==> config.mk <==
export PLATFORM = sky130hd
export DESIGN_NAME = dds_sequencer_flat
export DESIGN_NICKNAME = d
export VERILOG_FILES = /design/src/rtl/ddsseq_pkg.sv /design/src/rtl/dds_sequencer_if.sv /design/src/rtl/dds_arb2.sv /design/src/rtl/dds_sequencer.sv /design/src/flat_wrapper.sv
export SDC_FILE = /design/constraint.sdc
export NUM_CORES = 1
export LEC_CHECK = 0
export CAP_MARGIN = 10
export CORE_MARGIN = 2
export CORE_UTILIZATION = 49
export DETAILED_ROUTE_END_ITERATION = 7
export PLACE_DENSITY = 0.88
export SKIP_LAST_GASP = 1
export SLEW_MARGIN = 20
export SYNTH_ARGS = -nofsm -noshare
export SYNTH_HDL_FRONTEND = slang
export SYNTH_SLANG_ARGS = --single-unit
==> constraint.sdc <==
create_clock -name clk -period 2.7 [get_ports clk]
set_input_delay 0.27 -clock clk [delete_from_list [all_inputs] [get_ports clk]]
set_output_delay 0.27 -clock clk [all_outputs]
set_load 0.02 [all_outputs]
==> src/rtl/ddsseq_pkg.sv <==
// Shared types and constants for the DDS tuning-word sequencer.
// Contents: FSM state enum, half-select codes for dds_choice,
// word/half-word widths and a counter-width helper.
package ddsseq_pkg;

    localparam int WORD_W = 32;
    localparam int HALF_W = 16;

    localparam logic CHOICE_LO = 1'b0;
    localparam logic CHOICE_HI = 1'b1;

    typedef enum logic [2:0] {
        RST,
        IDLE,
        PREP,
        LOAD_LO,
        GAP,
        LOAD_HI,
        WAIT_FQUD,
        DONE
    } state_e;

    // Counter width that can hold n without wrapping.
    function automatic int cnt_width(input int n);
        return $clog2(n) + 1;
    endfunction

endpackage

==> src/rtl/dds_sequencer_if.sv <==
// Request/acknowledge port used by each requester of the DDS sequencer.
// Signals:
//   req  - level request, held until ack
//   word - 32-bit tuning word, valid while req is high
//   ack  - one-cycle completion pulse from the sequencer
// Modports: master (requester side), slave (sequencer side).
interface dds_sequencer_if;
    import ddsseq_pkg::*;

    logic              req;
    logic [WORD_W-1:0] word;
    logic              ack;

    modport master (output req, output word, input ack);
    modport slave  (input req, input word, output ack);

endinterface

==> src/rtl/dds_arb2.sv <==
// Two-way fairness arbiter for the DDS sequencer.
// Ports:
//   clk, reset      - clock, async active-high reset
//   req_a, req_b    - pending requests (A = pulse sequencer, B = host)
//   grant_en        - arbitration is performed only while high
//   grant[1:0]      - one-hot grant, bit 0 = A, bit 1 = B (combinational)
//   last_a          - history flag: previous grant went to A while B waited
module dds_arb2 (
    input  logic       clk,
    input  logic       reset,
    input  logic       req_a,
    input  logic       req_b,
    input  logic       grant_en,
    output logic [1:0] grant,
    output logic       last_a
);

    logic last_a_q;
    logic last_a_d;

    // A wins ties unless it already beat a waiting B last time.
    always_comb begin
        grant    = 2'b00;
        last_a_d = last_a_q;
        if (grant_en) begin
            if (req_a && req_b) begin
                grant = last_a_q ? 2'b10 : 2'b01;
            end else if (req_a) begin
                grant = 2'b01;
            end else if (req_b) begin
                grant = 2'b10;
            end
            if (grant != 2'b00) begin
                last_a_d = grant[0] & req_b;
            end
        end
    end

    always_ff @(posedge clk or posedge reset) begin
        if (reset) begin
            last_a_q <= 1'b0;
        end else begin
            last_a_q <= last_a_d;
        end
    end

    assign last_a = last_a_q;

endmodule

==> src/rtl/dds_sequencer.sv <==
// DDS frequency-tuning update sequencer.
// Shares the DDS serial configuration path between the pulse sequencer
// (a_port) and the host (b_port), runs the DDS power-up reset, loads the
// tuning word as two half-words, waits for ddsfqud and gates the
// configuration clock off once idle.
// Ports:
//   clk, reset        - system clock, async active-high reset
//   a_port, b_port    - requester handshakes (req/word/ack)
//   dds_fqud          - completion from the DDS config block
//   dds_reset         - reset to the DDS config block
//   dds_clken         - DDS config clock enable
//   dds_load          - one-cycle load strobe
//   dds_choice        - half select for dds_datain (0 = low, 1 = high)
//   dds_datain        - half-word to the DDS config block
//   busy              - high whenever the FSM is not idle
//   timeout_err       - sticky completion-timeout flag
//   err_clr           - clears timeout_err
module dds_sequencer
    import ddsseq_pkg::*;
#(
    parameter int RST_CYCLES = 16,
    parameter int GAP_CYCLES = 40,
    parameter int TIMEOUT    = 1023,
    parameter int CLKEN_TAIL = 8
) (
    input  logic               clk,
    input  logic               reset,
    dds_sequencer_if.slave     a_port,
    dds_sequencer_if.slave     b_port,
    input  logic               dds_fqud,
    output logic               dds_reset,
    output logic               dds_clken,
    output logic               dds_load,
    output logic               dds_choice,
    output logic [HALF_W-1:0]  dds_datain,
    output logic               busy,
    output logic               timeout_err,
    input  logic               err_clr
);

    localparam int CNT_MAX = (RST_CYCLES > GAP_CYCLES) ?
                             ((RST_CYCLES > TIMEOUT) ? RST_CYCLES : TIMEOUT) :
                             ((GAP_CYCLES > TIMEOUT) ? GAP_CYCLES : TIMEOUT);
    localparam int CNT_W   = cnt_width(CNT_MAX);
    localparam int TAIL_W  = cnt_width(CLKEN_TAIL);

    state_e              state_q, state_d;
    logic [CNT_W-1:0]    cnt_q, cnt_d;
    logic [TAIL_W-1:0]   tail_q, tail_d;
    logic [WORD_W-1:0]   word_q, word_d;
    logic                sel_b_q, sel_b_d;
    logic                timeout_txn_q, timeout_txn_d;
    logic                fqud_prev_q, fqud_prev_d;
    logic                dds_reset_q, dds_reset_d;
    logic                dds_clken_q, dds_clken_d;
    logic                dds_load_q, dds_load_d;
    logic                dds_choice_q, dds_choice_d;
    logic [HALF_W-1:0]   dds_datain_q, dds_datain_d;
    logic                busy_q, busy_d;
    logic                timeout_err_q, timeout_err_d;
    logic                a_ack_q, a_ack_d;
    logic                b_ack_q, b_ack_d;

    logic [1:0]          grant;
    logic                arb_history_unused;
    logic                fqud_edge;
    logic                timeout_hit;

    // Arbitration history is kept inside the arbiter; it is exposed only
    // for observability.
    dds_arb2 u_arb (
        .clk      (clk),
        .reset    (reset),
        .req_a    (a_port.req),
        .req_b    (b_port.req),
        .grant_en (state_q == IDLE),
        .grant    (grant),
        .last_a   (arb_history_unused)
    );

    assign fqud_edge = dds_fqud & ~fqud_prev_q;

    // Next-state logic; every output is computed from the next state so the
    // registered copy lines up with the state it belongs to.
    always_comb begin
        state_d       = state_q;
        word_d        = word_q;
        sel_b_d       = sel_b_q;
        timeout_txn_d = timeout_txn_q;
        timeout_hit   = 1'b0;
        fqud_prev_d   = dds_fqud;
        timeout_err_d = err_clr ? 1'b0 : timeout_err_q;

        case (state_q)
            RST: begin
                if (cnt_q == CNT_W'(RST_CYCLES - 1)) state_d = IDLE;
            end
            IDLE: begin
                if (grant != 2'b00) begin
                    state_d = PREP;
                    sel_b_d = grant[1];
                    word_d  = grant[1] ? b_port.word : a_port.word;
                end
            end
            PREP: begin
                if (cnt_q == CNT_W'(1)) state_d = LOAD_LO;
            end
            LOAD_LO: state_d = GAP;
            GAP: begin
                if (cnt_q == CNT_W'(GAP_CYCLES - 1)) state_d = LOAD_HI;
            end
            LOAD_HI: state_d = WAIT_FQUD;
            WAIT_FQUD: begin
                if (fqud_edge) begin
                    state_d = DONE;
                end else if (cnt_q == CNT_W'(TIMEOUT - 1)) begin
                    state_d     = DONE;
                    timeout_hit = 1'b1;
                end
            end
            DONE: begin
                state_d       = timeout_txn_q ? RST : IDLE;
                timeout_txn_d = 1'b0;
            end
            default: state_d = RST;
        endcase

        // A timeout outranks a simultaneous err_clr.
        if (timeout_hit) begin
            timeout_err_d = 1'b1;
            timeout_txn_d = 1'b1;
        end

        // Counter restarts on every state change and is held in IDLE.
        if (state_d != state_q || state_q == IDLE) begin
            cnt_d = '0;
        end else begin
            cnt_d = cnt_q + CNT_W'(1);
        end

        // Tail is reloaded while active and drains through the IDLE cycles.
        if (state_d != IDLE) begin
            tail_d = TAIL_W'(CLKEN_TAIL);
        end else if (tail_q != '0) begin
            tail_d = tail_q - TAIL_W'(1);
        end else begin
            tail_d = '0;
        end

        dds_reset_d  = (state_d == RST);
        dds_clken_d  = (state_d != IDLE) || (tail_q != '0);
        busy_d       = (state_d != IDLE);
        dds_load_d   = (state_d == LOAD_LO) || (state_d == LOAD_HI);
        dds_choice_d = dds_choice_q;
        dds_datain_d = dds_datain_q;
        if (state_d == LOAD_LO) begin
            dds_choice_d = CHOICE_LO;
            dds_datain_d = word_q[HALF_W-1:0];
        end else if (state_d == LOAD_HI) begin
            dds_choice_d = CHOICE_HI;
            dds_datain_d = word_q[WORD_W-1:HALF_W];
        end
        a_ack_d = (state_d == DONE) && !sel_b_q;
        b_ack_d = (state_d == DONE) && sel_b_q;
    end

    always_ff @(posedge clk or posedge reset) begin
        if (reset) begin
            state_q       <= RST;
            cnt_q         <= '0;
            tail_q        <= TAIL_W'(CLKEN_TAIL);
            word_q        <= '0;
            sel_b_q       <= 1'b0;
            timeout_txn_q <= 1'b0;
            fqud_prev_q   <= 1'b0;
            dds_reset_q   <= 1'b1;
            dds_clken_q   <= 1'b1;
            dds_load_q    <= 1'b0;
            dds_choice_q  <= 1'b0;
            dds_datain_q  <= '0;
            busy_q        <= 1'b1;
            timeout_err_q <= 1'b0;
            a_ack_q       <= 1'b0;
            b_ack_q       <= 1'b0;
        end else begin
            state_q       <= state_d;
            cnt_q         <= cnt_d;
            tail_q        <= tail_d;
            word_q        <= word_d;
            sel_b_q       <= sel_b_d;
            timeout_txn_q <= timeout_txn_d;
            fqud_prev_q   <= fqud_prev_d;
            dds_reset_q   <= dds_reset_d;
            dds_clken_q   <= dds_clken_d;
            dds_load_q    <= dds_load_d;
            dds_choice_q  <= dds_choice_d;
            dds_datain_q  <= dds_datain_d;
            busy_q        <= busy_d;
            timeout_err_q <= timeout_err_d;
            a_ack_q       <= a_ack_d;
            b_ack_q       <= b_ack_d;
        end
    end

    assign dds_reset   = dds_reset_q;
    assign dds_clken   = dds_clken_q;
    assign dds_load    = dds_load_q;
    assign dds_choice  = dds_choice_q;
    assign dds_datain  = dds_datain_q;
    assign busy        = busy_q;
    assign timeout_err = timeout_err_q;
    assign a_port.ack  = a_ack_q;
    assign b_port.ack  = b_ack_q;

endmodule

==> src/flat_wrapper.sv <==
// flat-port wrapper written by rule: the top's interface ports become plain ports
module dds_sequencer_flat import ddsseq_pkg::*;
#(
    parameter int RST_CYCLES = 16,
    parameter int GAP_CYCLES = 40,
    parameter int TIMEOUT    = 1023,
    parameter int CLKEN_TAIL = 8
)
  (clk, reset, dds_fqud, dds_reset, dds_clken, dds_load, dds_choice, dds_datain, busy, timeout_err, err_clr, a_port_req, a_port_word, a_port_ack, b_port_req, b_port_word, b_port_ack);
  dds_sequencer_if a_port_i ();
  dds_sequencer_if b_port_i ();
  input  logic clk;
  input  logic reset;
  input  logic dds_fqud;
  output logic dds_reset;
  output logic dds_clken;
  output logic dds_load;
  output logic dds_choice;
  output logic [HALF_W-1:0] dds_datain;
  output logic busy;
  output logic timeout_err;
  input  logic err_clr;
  input wire logic [$bits(a_port_i.req)-1:0] a_port_req;
  input wire logic [$bits(a_port_i.word)-1:0] a_port_word;
  output wire logic [$bits(a_port_i.ack)-1:0] a_port_ack;
  input wire logic [$bits(b_port_i.req)-1:0] b_port_req;
  input wire logic [$bits(b_port_i.word)-1:0] b_port_word;
  output wire logic [$bits(b_port_i.ack)-1:0] b_port_ack;
  assign a_port_i.req = a_port_req;
  assign a_port_i.word = a_port_word;
  assign a_port_ack = a_port_i.ack;
  assign b_port_i.req = b_port_req;
  assign b_port_i.word = b_port_word;
  assign b_port_ack = b_port_i.ack;
  dds_sequencer #(.RST_CYCLES(RST_CYCLES), .GAP_CYCLES(GAP_CYCLES), .TIMEOUT(TIMEOUT), .CLKEN_TAIL(CLKEN_TAIL)) u_core (.clk(clk), .reset(reset), .a_port(a_port_i), .b_port(b_port_i), .dds_fqud(dds_fqud), .dds_reset(dds_reset), .dds_clken(dds_clken), .dds_load(dds_load), .dds_choice(dds_choice), .dds_datain(dds_datain), .busy(busy), .timeout_err(timeout_err), .err_clr(err_clr));
endmodule
==> impl_results.md <==
- Diode count: 0
- CP top delay family: simple AND/OR/NAND/NOR gates
- Max-cap violations: 0
- Vias per std cell: 5.243
- Cell Area, Synth: 0.003664 mm2
- Largest net degree at the start of global routing: 79
- Pleak: 2.162 nW
- Worst Skew: 15.37 ps
- Startpoint Class: register
- Die Y: 90.47 um
- Syn Inst Count: 353
- DP HPWL: 5981 um
- Crit path max fanout: 13
- VDD IR max: 0.0003441 V
- Post-synth top area share: 0.5055
- DRT iter0 DRCs: 156
- Ratio of final minimum period to clock period: 0.8323
- Setup Fix Bufs, Post-CTS: 0
- Slowest CP cell: or4_4
- Final Instance Area: 0.004925 mm2
- First-pass GRT wire length: 13,840 um
- Min Tclk post-route: 2247 ps
- Clock buffer depth: 2
- Synth Area per Inst: 10.38 um2
- Buf/Inv on CP: 2
- Setup WS post-layout: 452.8 ps
- Achievable frequency: 0.4450 GHz
- IO Port Bufs: 93
- Synth warnings: 0
- Final setup vio count: 0
- Fin util: 0.6790
- Crit. path cell count: 8
- Starting Density: 0.5051
- Netlist cell types: 43
- Worst stage delay on the critical path: 530 ps
- FF+latch count, synth: 78
- Asr flop ratio synth: 1.000
- Pins Over Slew Limit: 0
- First-pass DRT Iterations: 4
- Top-level I/O count: 94
- H-tree depth: 3
- ANT nets after route: 0
- Share of cells above drive strength 1: 0.09956
- Most frequent cell after synthesis: dfrtp_1
- Grt ovf: 0
- Fin cells: 551
- Syn Nets: 428
- WHS: 334.1 ps
- Setup CP Type: reg2reg
- Crit path required time: 2900 ps
- Die ar.: 0.008184 mm2
- Element type at the critical path end: register
- Core Region: 0.007253 mm2
- DRC viols: 0
- Placed insts: 535
- Worst-path clk slew: 70 ps
- FF+latch area: 0.001957 mm2
- Row cnt: 31
- CTS tree: done
- Total Routing Usage GR: 0.2108
- Vias in the first global route: 2,949
- GPL Wtd Cong: 0.8847
- Main area contributors after synthesis: dfrtp_1 (51%), mux2i_1 (13%), a21oi_1 (6.7%), nor2_1 (6.0%), dfstp_2 (2.9%)
- R2R Path Start: u_core.cnt_q[0]
- Synth cell count leaders: dfrtp_1 (74), nor2_1 (59), a21oi_1 (49), mux2i_1 (46), nor3_1 (15)
- Sequential fraction of the synthesis area: 0.5342
- RSZ-0062 raised after global routing: no
- Final hold vios: 0
- # hold bufs at CTS: 0
- Placed Area: 0.004748 mm2
- CP Data Arrival Time: 2450 ps
- CP cell instances: inv_1 -> ha_1 -> nand2b_1 -> or4_4 -> a21oi_2 -> o31a_1 -> buf_4 -> nor3_1
- Sum Neg Setup Slack: 0 ps
- CTS Sinks: 78
- Status: completed
- Initial antenna violation count: 0
- Root Driver: clkbuf_8
- Worst reg-to-reg path cell count: 8
- Hold crit path type: in2async
- Routed len/inst: 14.82 um
- DP Worst Slack: 457.1 ps
- Synth area leader: dfrtp_1
- Clk_lat worst skew: 360 ps
- CTS buffer count: 9
- Nets: 522
- Synth-to-layout area growth: 34.43%
- # resized after CTS: 0
- Multi-input logic area: 0.001567 mm2
- Number of enable flip-flop cells after synthesis: 0
- Pwr dens: 566.7 mW/mm2
- Die X-Extent: 90.47 um
- Worst-margin pin slew: 641.6 ps
- DRT Wirelength: 8167 um
- Ys flop type: dfrtp_1
- Slew Limit Headroom: 0.5713
- Crit path from: u_core.cnt_q[0]
- Via Count: 2,889
- Fillcell total: 557
- Final Power: 2.791 mW
[cell families (layout without fill, tap and decap cells)]
group / after synthesis / count (layout) / share of synthesized area
flip-flops: 78 / 78 / 0.5342
adder cells (fa/ha/maj): 5 / 5 / 0.01708
AND/OR/NAND/NOR: 114 / 114 / 0.1465
AO/OA/AOI/OAI: 67 / 67 / 0.1052
multiplexers: 47 / 47 / 0.1288
XOR/XNOR: 10 / 10 / 0.02391
buffers and inverters: 32 / 131 / 0.04440
[final timing paths]
| check | end | slack (ps) |
|---|---|---|
| min reg2reg | u_core.timeout_txn_q | 470 |
| min | u_core.b_port.ack | 330 |
| min in group clk | u_core.fqud_prev_q | 410 |
| max in group asynchronous | u_core.u_arb.last_a | 2040 |
| max reg2reg | u_core.cnt_q[5] | 450 |
| max | u_core.cnt_q[5] | 450 |
[cell usage in the layout (no fill, tap or decap), drive strengths merged, types with 4 or more instances in the layout]
master,Yosys,routed
ha,5,5
mux2i,46,46
clkinv,0,4
nor2,60,60
clkdlybuf4s50,0,93
nand2,14,14
a21oi,50,50
dfrtp,74,74
inv,12,12
nand3,8,8
o21ai,7,7
dfstp,4,4
xnor2,7,7
buf,14,10
nor3,15,15
clkbuf,6,11
[worst reg2reg max path, cell delays in order, from the launching register on]
cell and delay, ps:
dfrtp_1 430, inv_1 80, ha_1 150, nand2b_1 70
or4_4 530, a21oi_2 170, o31a_1 330, buf_4 260
nor3_1 80
[state kept, by name, summed over array words and instances (netlist names), 3 cells and up]
register           cells
u_core.word_q         32
u_core.dds_datain     16
u_core.cnt_q          11
u_core.tail_q          4
u_core.state_q         3
[layer usage]
metal / global-route usage / share of wire / vias up
li1: - / - / 1401
met1: 0.2561 / 0.40 / 1370
met2: 0.3557 / 0.52 / 94
met3: 0.03923 / 0.046 / 24
met4: 0.1128 / 0.038 / 0
met5: 0 / 0 / -
[report_power, final]
group / internal [mW] / switching, mW
Sequential: 1.29 / 0.0952
Clock: 0.359 / 0.416
Combinational: 0.320 / 0.309
[cell type report]
cell class / count / area share
well taps: 99 / 0.02515
clock inverters: 5 / 0.007114
inverters: 12 / 0.009146
multi-input cells: 243 / 0.3181
flip-flops and latches: 78 / 0.3974
clock buffers: 11 / 0.02871
repair buffers: 103 / 0.2144
No activity file was read; power rests on OpenSTA's default activity.
